--- config.mk ---
export PLATFORM = sky130hd
export DESIGN_NAME = blink_stream_ctrl
export DESIGN_NICKNAME = d
export VERILOG_FILES = /design/src/rtl/blink_pkg.sv /design/src/rtl/blink_result_fifo.sv /design/src/rtl/blink_stream_ctrl.sv
export SDC_FILE = /design/constraint.sdc
export NUM_CORES = 1
export LEC_CHECK = 0
export CAP_MARGIN = 20
export CORE_AREA = 4 4 355 357
export CTS_CLUSTER_SIZE = 20
export DETAILED_ROUTE_END_ITERATION = 8
export DIE_AREA = 0 0 359 361
export PLACE_DENSITY = 0.58
export SLEW_MARGIN = 40
export SYNTH_ARGS = -nofsm -noshare
export SYNTH_HDL_FRONTEND = slang
export SYNTH_SLANG_ARGS = --single-unit
--- constraint.sdc ---
create_clock -name clk -period 5.8 [get_ports clk]
set_clock_uncertainty 0.2 [all_clocks]
set_input_delay 1.16 -clock clk [delete_from_list [all_inputs] [get_ports clk]]
set_output_delay 1.16 -clock clk [all_outputs]
set_load 0.02 [all_outputs]
--- src/rtl/blink_pkg.sv ---
// Shared constants, FSM encoding and result-entry layout for the Blink
// streaming front-end.
package blink_pkg;

  localparam int N      = 64;
  localparam int TWEAK  = 64;
  localparam int KWORDS = 7;
  localparam int LAT    = 2;

  typedef enum logic [1:0] {
    ST_LOAD  = 2'd0,
    ST_RUN   = 2'd1,
    ST_DRAIN = 2'd2
  } state_e;

  typedef struct packed {
    logic         enc;
    logic [N-1:0] data;
  } result_t;

  function automatic int unsigned popcount(input logic [LAT-1:0] v);
    int unsigned n;
    n = 0;
    for (int i = 0; i < LAT; i++) begin
      if (v[i]) n++;
    end
    return n;
  endfunction

endpackage

--- src/rtl/blink_result_fifo.sv ---
// First-word-fall-through result FIFO; the head entry is visible while the
// FIFO is non-empty and reads as zero when empty.
module blink_result_fifo
  import blink_pkg::*;
#(
  parameter int DEPTH = 4
) (
  input  logic                       clk,
  input  logic                       rst,
  input  logic                       i_push,
  input  result_t                    i_data,
  input  logic                       i_pop,
  output result_t                    o_data,
  output logic                       o_empty,
  output logic [$clog2(DEPTH+1)-1:0] o_count
);

  localparam int AW = (DEPTH > 1) ? $clog2(DEPTH) : 1;
  localparam int CW = $clog2(DEPTH + 1);

  result_t       r_mem [DEPTH];
  logic [AW-1:0] r_wptr;
  logic [AW-1:0] r_rptr;
  logic [CW-1:0] r_count;
  logic          w_pop;

  function automatic logic [AW-1:0] next_ptr(input logic [AW-1:0] p);
    return (p == AW'(DEPTH - 1)) ? '0 : p + 1'b1;
  endfunction

  assign w_pop = i_pop && (r_count != '0);

  // NOTE: the storage array carries no reset; occupancy is tracked by the
  // reset counters, and the empty-gated read path hides stale contents.
  always_ff @(posedge clk) begin
    if (i_push) r_mem[r_wptr] <= i_data;
  end

  // NOTE: sequential state uses non-blocking assignments only, so every
  // register samples the pre-edge value of its neighbours.
  always_ff @(posedge clk or negedge rst) begin
    if (!rst) begin
      r_wptr  <= '0;
      r_rptr  <= '0;
      r_count <= '0;
    end else begin
      if (i_push) r_wptr <= next_ptr(r_wptr);
      if (w_pop)  r_rptr <= next_ptr(r_rptr);
      case ({i_push, w_pop})
        2'b10:   r_count <= r_count + 1'b1;
        2'b01:   r_count <= r_count - 1'b1;
        default: r_count <= r_count;
      endcase
    end
  end

  assign o_empty = (r_count == '0);
  assign o_data  = o_empty ? '0 : r_mem[r_rptr];
  assign o_count = r_count;

endmodule

--- src/rtl/blink_stream_ctrl.sv ---
// Streaming front-end for the registered Blink core: key loading, credit-
// checked block issue, in-flight tracking and in-order result buffering.
module blink_stream_ctrl
  import blink_pkg::*;
#(
  parameter int DEPTH = 4
) (
  input  logic                  clk,
  input  logic                  rst,
  input  logic                  key_valid,
  output logic                  key_ready,
  input  logic [N-1:0]          key_word,
  input  logic                  blk_valid,
  output logic                  blk_ready,
  input  logic                  blk_enc,
  input  logic [TWEAK-1:0]      blk_tweak,
  input  logic [N-1:0]          blk_data,
  output logic                  out_valid,
  input  logic                  out_ready,
  output logic [N-1:0]          out_data,
  output logic                  out_enc,
  output logic                  cip_enc,
  output logic [N-1:0]          cip_P,
  output logic [TWEAK-1:0]      cip_T,
  output logic [N*KWORDS-1:0]   cip_K0,
  input  logic [N-1:0]          cip_C
);

  localparam int CW = $clog2(DEPTH + 1);

  state_e              r_state;
  logic [2:0]          r_wcnt;
  logic [N*KWORDS-1:0] r_k0;
  logic [LAT-1:0]      r_vld;
  logic [LAT-1:0]      r_enc;

  logic [CW-1:0]       w_fifo_count;
  logic                w_fifo_empty;
  logic [31:0]         w_inflight;
  logic [31:0]         w_occupancy;
  logic                w_key_fire;
  logic                w_blk_fire;
  logic                w_pop;
  result_t             w_push_data;
  result_t             w_head;

  // NOTE: every combinational output gets a value before any branch, so no
  // path can leave it unassigned and infer a latch.
  always_comb begin
    w_inflight  = popcount(r_vld);
    w_occupancy = 32'(w_fifo_count) + w_inflight;
  end

  // Readiness is a function of registered state only; reset forces it low.
  assign key_ready  = rst && (r_state == ST_LOAD);
  assign blk_ready  = rst && (r_state == ST_RUN) && (w_occupancy < 32'(DEPTH));
  assign w_key_fire = key_valid && key_ready;
  assign w_blk_fire = blk_valid && blk_ready;

  always_ff @(posedge clk or negedge rst) begin
    if (!rst) begin
      r_state <= ST_LOAD;
      r_wcnt  <= '0;
      r_k0    <= '0;
    end else begin
      case (r_state)
        ST_LOAD: begin
          if (w_key_fire) begin
            r_k0[32'(r_wcnt)*N +: N] <= key_word;
            if (r_wcnt == 3'(KWORDS - 1)) begin
              r_wcnt  <= '0;
              r_state <= ST_RUN;
            end else begin
              r_wcnt <= r_wcnt + 1'b1;
            end
          end
        end
        ST_RUN: begin
          if (key_valid) r_state <= ST_DRAIN;
        end
        ST_DRAIN: begin
          // K0 only changes once no accepted block can still sample it.
          if (w_inflight == 0) begin
            r_wcnt  <= '0;
            r_state <= ST_LOAD;
          end
        end
        default: r_state <= ST_LOAD;
      endcase
    end
  end

  always_ff @(posedge clk or negedge rst) begin
    if (!rst) begin
      r_vld <= '0;
      r_enc <= '0;
    end else begin
      r_vld[0] <= w_blk_fire;
      r_enc[0] <= blk_enc;
      for (int i = 1; i < LAT; i++) begin
        r_vld[i] <= r_vld[i-1];
        r_enc[i] <= r_enc[i-1];
      end
    end
  end

  assign w_push_data.enc  = r_enc[LAT-1];
  assign w_push_data.data = cip_C;
  assign w_pop            = out_valid && out_ready;

  blink_result_fifo #(
    .DEPTH (DEPTH)
  ) u_fifo (
    .clk     (clk),
    .rst     (rst),
    .i_push  (r_vld[LAT-1]),
    .i_data  (w_push_data),
    .i_pop   (w_pop),
    .o_data  (w_head),
    .o_empty (w_fifo_empty),
    .o_count (w_fifo_count)
  );

  assign out_valid = rst && !w_fifo_empty;
  assign out_data  = w_head.data;
  assign out_enc   = w_head.enc;

  assign cip_enc = blk_enc;
  assign cip_P   = blk_data;
  assign cip_T   = blk_tweak;
  assign cip_K0  = r_k0;

endmodule

; ---- Word level (Yosys, flattened, before mapping)
; Memory sizes are Yosys's and may differ from the RTL's.
; Cells that the tools add are included.
[totals]
wordCells = 67
mem_count = 1
in_bits = 262
mem_bits_rw = 260
output_inout_bits = 645
regBits = 464
[memory_table]
columns = name, words, word_bits, read_ports, rd_clocked_by_memory_dff, wr, line_no
row1 = u_fifo.r_mem, 4, 65, 1, 0, 1, blink_result_fifo.sv:21  ; result_t r_mem [DEPTH];
[classes]
n_reduce_logical = 18
n_mux = 18
shift = 2
add_sub_neg = 8
n_lt_le_gt_ge = 1
eq_ne = 11
[ops]
columns = cell, n
row1 = bitwise mux 448 bit, 1
row2 = variable shift 64 x 34 -> 448 bit (first input constant), 1
row3 = indexed part select 64 x 34 -> 448 bit, 1
row4 = 2-to-1 mux 65 bit, 1
row5 = negator 9 -> 34 bit, 1
row6 = adder 3 x 32 -> 32 bit, 1
row7 = adder 32 x 1 -> 32 bit (second input constant), 1
row8 = zero test 32 bit, 1
row9 = less-than comparator 32 x 3 -> 1 bit (second input constant), 1
row10 = 2-to-1 mux 32 bit, 1
row11 = 2-to-1 mux 2 bit, 6
row12 = case mux 3 bit (2 select lines), 2
row13 = 2-to-1 mux 3 bit, 3
row14 = == test 2 bit (second input constant), 4
row15 = logical AND 1 bit, 8
row16 = adder 3 x 1 -> 3 bit (second input constant), 2
row17 = != test 2 bit (second input constant), 3
row18 = case mux 2 bit (3 select lines), 1
row19 = adder 2 x 1 -> 2 bit (second input constant), 2
row20 = == test 2 x 1 -> 1 bit (second input constant), 2
row21 = AND reduction 4 bit, 1
row22 = nonzero test 2 bit, 2
row23 = == test 3 bit (second input constant), 1
row24 = zero test 3 bit, 1
row25 = 8 further kinds, 10

; ---- Logic depth before layout (Yosys ltp)
[depth]
depth_word = 7
ltp_mapped = 11
mapped_depth_nobuf = 9

; ---- Modules after synthesis
; A second synthesis with hierarchy kept.
[unflattened]
cells_unflattened = 2004
area_unflattened_um2 = 30727.0
[by_module_without_submodules]
columns = module, instances, area_each_um2, seq_area_each_um2, cells_per_inst
row1 = blink_stream_ctrl, 1, 20497.2, 11436.0, 1554
row2 = blink_result_fifo, 1, 10229.8, 7982.7, 450

; ---- Worst setup path after synthesis
; Ideal clock, no wire load.
[synth_path]
path_type = input-to-output
startpoint = input rst
endpoint = output blk_ready
path_stages = 2
t_arrival_ps = 1929
n_path_buf = 0
required_ps = 4440
setup_slack_ps = 2511
cell_sequence = nand2b_1 > nor4_1
[synth_between]
elab_chain_len = 2
[synth_rtl]
columns = item, line_no
row1 = from (decl), blink_stream_ctrl.sv:9  ; input logic rst,
row2 = logical AND 1 bit (2 in series), blink_stream_ctrl.sv:56  ; assign blk_ready = rst && (r_state == ST_RUN) && (w_occupancy < 32'(DEPTH));
row3 = to (decl), blink_stream_ctrl.sv:14  ; output logic blk_ready,
; No other way between the ends.

; ---- Final worst setup path
[layout_path]
startpoint = register u_fifo.r_rptr[0]
endpoint = output out_data[43]
[layout_between]
elab_chain_len = 2
[layout_rtl]
columns = item, line_no
row1 = from (decl), blink_result_fifo.sv:23  ; logic [AW-1:0] r_rptr;
row2 = from (signal assigned), blink_result_fifo.sv:48  ; if (w_pop) r_rptr <= next_ptr(r_rptr);
row3 = memory (4 x 65 bit), -
row4 = 2-to-1 mux 65 bit, blink_result_fifo.sv:58  ; assign o_data = o_empty ? '0 : r_mem[r_rptr];
row5 = to (decl), blink_stream_ctrl.sv:20  ; output logic [N-1:0] out_data,
; No other way between the ends.

==> summary.md <==
| Metric | Value |
|---|---|
| Number of global-route vias before repair | 18800 |
| Num rows | 129 |
| Arrival time at the worst endpoint | 3110 ps |
| Register Area | 19400 sq um |
| Die width | 359 microns |
| RSZ-0062 raised after global routing | no |
| Power per Cell Area | 528 nW/um^2 |
| Post-CTS setup repair buffer count | 0 |
| Peak Freq | 224 MHz |
| YS warnings | 0 |
| Synthesized area | 30700 sq um |
| Routability cong. | 0.832 |
| Clock root buffer | clkbuf_16 |
| Max Buffers Root-to-Sink | 3 |
| Critical Path Max Stage Delay | 670 ps |
| Sequential share of power | 33.0% |
| Max cap viols | 0 |
| ANT nets after route | 0 |
| Leak | 17.2 nW |
| Tmin final | 4470 ps |
| Final setup viols | 0 |
| Final #Nets | 2828 |
| Ratio of cells with drive above 1 in the final layout | 22.0% |
| Area of the multi-input gates | 9180 sq um |
| Clock Power Share | 25.5% |
| Die span in y | 361 microns |
| Largest net degree at the start of global routing | 132 |
| VDD IR max | 322 uV |
| Sw power | 7.78 mW |
| Num ports | 907 |
| CP top delay family | buffers and inverters |
| Area grow syn2layout | 33.8% |
| EDFF count, synth | 260 |
| Mux contribution to synthesized area | 22.2% |
| Core Region | 123000 sq um |
| Antenna violations before repair | 18 |
| Clk sinks | 724 |
| Largest family of logic cells by synthesized area | multiplexers |
| Final hold vios | 0 |
| Main area contributors after synthesis | dfrtp_1 38%, edfxtp_1 25%, mux2_2 7.4%, mux2_4 5.9%, mux4_2 4.8% |
| Adder-Cell Fraction of Synth Area | 0.677% |
| Mean Syn Cell Area | 15.3 sq um |
| Iteration-0 DRC Markers | 1155 |
| DR DRC count | 0 |
| Synth Area in XOR/XNOR | 0.0857% |
| PostCTS Resize Cnt | 0 |
| Die footprint | 130000 sq um |
| H-tree levels | 3 |
| Class of the worst hold path | reg -> reg |
| Register area share after synthesis | 63.3% |
| Critical path type | reg -> out |
| # fillers | 12100 |
| Synth unique cells | 42 |
| Top cell type's share of synthesized area | 37.8% |
| Post-synthesis register bit count | 724 |
| Synth Area in Compound Gates | 0.204% |
| CP Buf/Inv Count | 2 |
| Total track usage | 16.8% |
| Post-synthesis cell type with the largest combined area | dfrtp_1 |
| TritonCTS Buffers | 85 |
| First-pass GRT wire length | 155000 microns |
| Gate Count Post-Synth | 2004 |
| Grt total ovfl | 0 |
| I/O Buffers | 650 |
| Critical path startpoint category | flip-flop |
| Rel. slew slack | 43.3% |
| Initial Util | 24.9% |
| CTS Hold Bufs | 0 |
| Crit-path cells | buf_12 > mux4_2 > and2_1 > clkdlybuf4s50_1 |
| 1st-pass router iterations | 5 |
| Primary FF master, synth | dfrtp_1 |
| Vias | 18100 |
| Finished Core Util | 33.4% |
| CTS tree | built |
| Clock latency on the worst-skew pair | 650 ps |
| Worst EP required | 4440 ps |
| Outcome | finished, final reports clean |
| Async SR Flop Fraction | 64.1% |
| Sum Neg Setup Slack | 0 ps |
| Post-Route WL | 113000 microns |
| HPWL after DPL | 83800 microns |
| Slew Limit Fails | 0 |
| Logic pwr share | 41.5% |
| Syn nets | 2282 |
| Worst Path Max Fanout | 50 |
| Crit. End Element | output port |
| Sw Ratio | 35.9% |
| Int Power | 13.9 mW |
| DR WL/cell | 26.5 microns |
| Worst-Margin Slew | 850 ps |
| Simple-gate share of the synthesized area | 6.45% |
| Reg clk slew, reported paths | 60 ps |
| CP max-delay cell | dfrtp_4 |
| Final period utilization | 77.1% |
| Drt via density | 4.24 |
[kinds of logic (layout without fill, tap and decap cells)]
kind of cell               count (synthesis)  in the layout
xor gates and xnor gates                   3              3
muxes                                    515            515
DFF                                      724            724
adders and majority gates                 16             16
buffers and inverters                    373            981
AOI/OAI and AO/OA                         11             11
and+or+nand+nor                          362            362
other                                      0             10
[layout make-up]
type,instances,share of cell area [%]
Tap cell,1637,4.99
Clock buffer,120,5.77
Sequential cell,724,47.3
Timing Repair Buffer,692,17.0
Antenna cell,10,0.0610
Inverter,140,1.28
Multi-Input combinational cell,907,22.4
Clock inverter,29,1.19
[layer usage]
metal / track usage, % / wire length (microns) / up-vias
met2: 28.7 / 55600 / 665
met1: 18.5 / 41100 / 9243
met3: 6.82 / 10900 / 225
met5: 0.109 / 52 / -
met4: 7.21 / 5170 / 8
li1: - / - / 7930
[Yosys cell counts, types with 4 or more instances]
master / count
dfrtp_1: 464
edfxtp_1: 260
mux2_2: 202
and2_1: 168
inv_1: 140
nand2_1: 132
buf_4: 129
mux2i_1: 128
mux2_4: 120
mux4_2: 65
buf_2: 42
clkbuf_1: 41
and3_1: 32
ha_1: 15
buf_12: 12
o21ai_0: 6
buf_1: 5
buf_6: 4
nand3_1: 4
[power by group through the flow]
stage / Sequential [mW] / Combinational [mW] / Clock, mW
after detailed placement: 7.23 / 9.18 / 0
after global placement: 7.23 / 9.09 / 0
after global routing: 7.30 / 9.49 / 5.90
after floorplan: 8.38 / 3.50 / 0
final: 7.15 / 9.00 / 5.52
after CTS: 7.15 / 9.19 / 5.68
[worst reg2reg max path, cell delays in order (launching register included)]
cell and delay (ps):
dfrtp_1 500, inv_1 130, ha_2 190, ha_1 500
nor4b_2 360, buf_4 310, buf_4 670, nand2_1 220
mux2i_1 160
[state kept, by name, indices dropped and copies added, names as in the netlist]
signal          cells
r_enc               2
r_wcnt              3
u_fifo.r_wptr       2
r_state             2
r_vld               2
u_fifo.o_count      3
u_fifo.r_mem      260
u_fifo.r_rptr       2
cip_K0            448
[path summary, 6_finish.rpt]
kind	startpoint	to	slack, ps	cells after the start
setup / recovery	u_fifo.r_rptr[0]$_DFFE_PN0P_	out_data[43]	1330	4
hold / removal	r_enc[0]$_DFF_PN0_	r_enc[1]$_DFF_PN0_	150	0
setup reg to reg	r_wcnt[1]$_DFFE_PN0P_	cip_K0[267]$_DFFE_PN0P_	2470	8
hold reg to reg	r_enc[0]$_DFF_PN0_	r_enc[1]$_DFF_PN0_	150	0
max in group asynchronous	rst	cip_K0[267]$_DFFE_PN0P_	3010	4
min in group asynchronous	rst	cip_K0[242]$_DFFE_PN0P_	230	1
[cell usage in the layout, fill, tap and decap left out, drive strengths merged, types with 2 or more instances in the layout]
master and instances:
a21oi 2, and2 168, and3 32, and3b 2
and4b 2, buf 43, bufinv 10, clkbuf 120
clkdlybuf4s50 649, clkinv 12, clkinvlp 3, dfrtp 464
diode 10, edfxtp 260, ha 15, inv 144
mux2 322, mux2i 128, mux4 65, nand2 132
nand2b 3, nand3 4, nand4 4, nor2 3
nor3b 2, o21ai 6, or3 4, xor2 2
[stage by stage]
step	hold slack [ps]	power [mW]	area (sq um)	setup slack, ps	std cells
final	155	21.7	41100	1330	4259
after global routing	166	22.7	41000	1110	4249
after CTS	157	22.0	41000	1180	4249
after detailed placement	144	16.4	38200	1650	4100
after global placement	138	16.3	38100	1640	4097
after floorplan	131	11.9	30700	2510	2004
No activity file was read; power rests on OpenSTA's default activity.
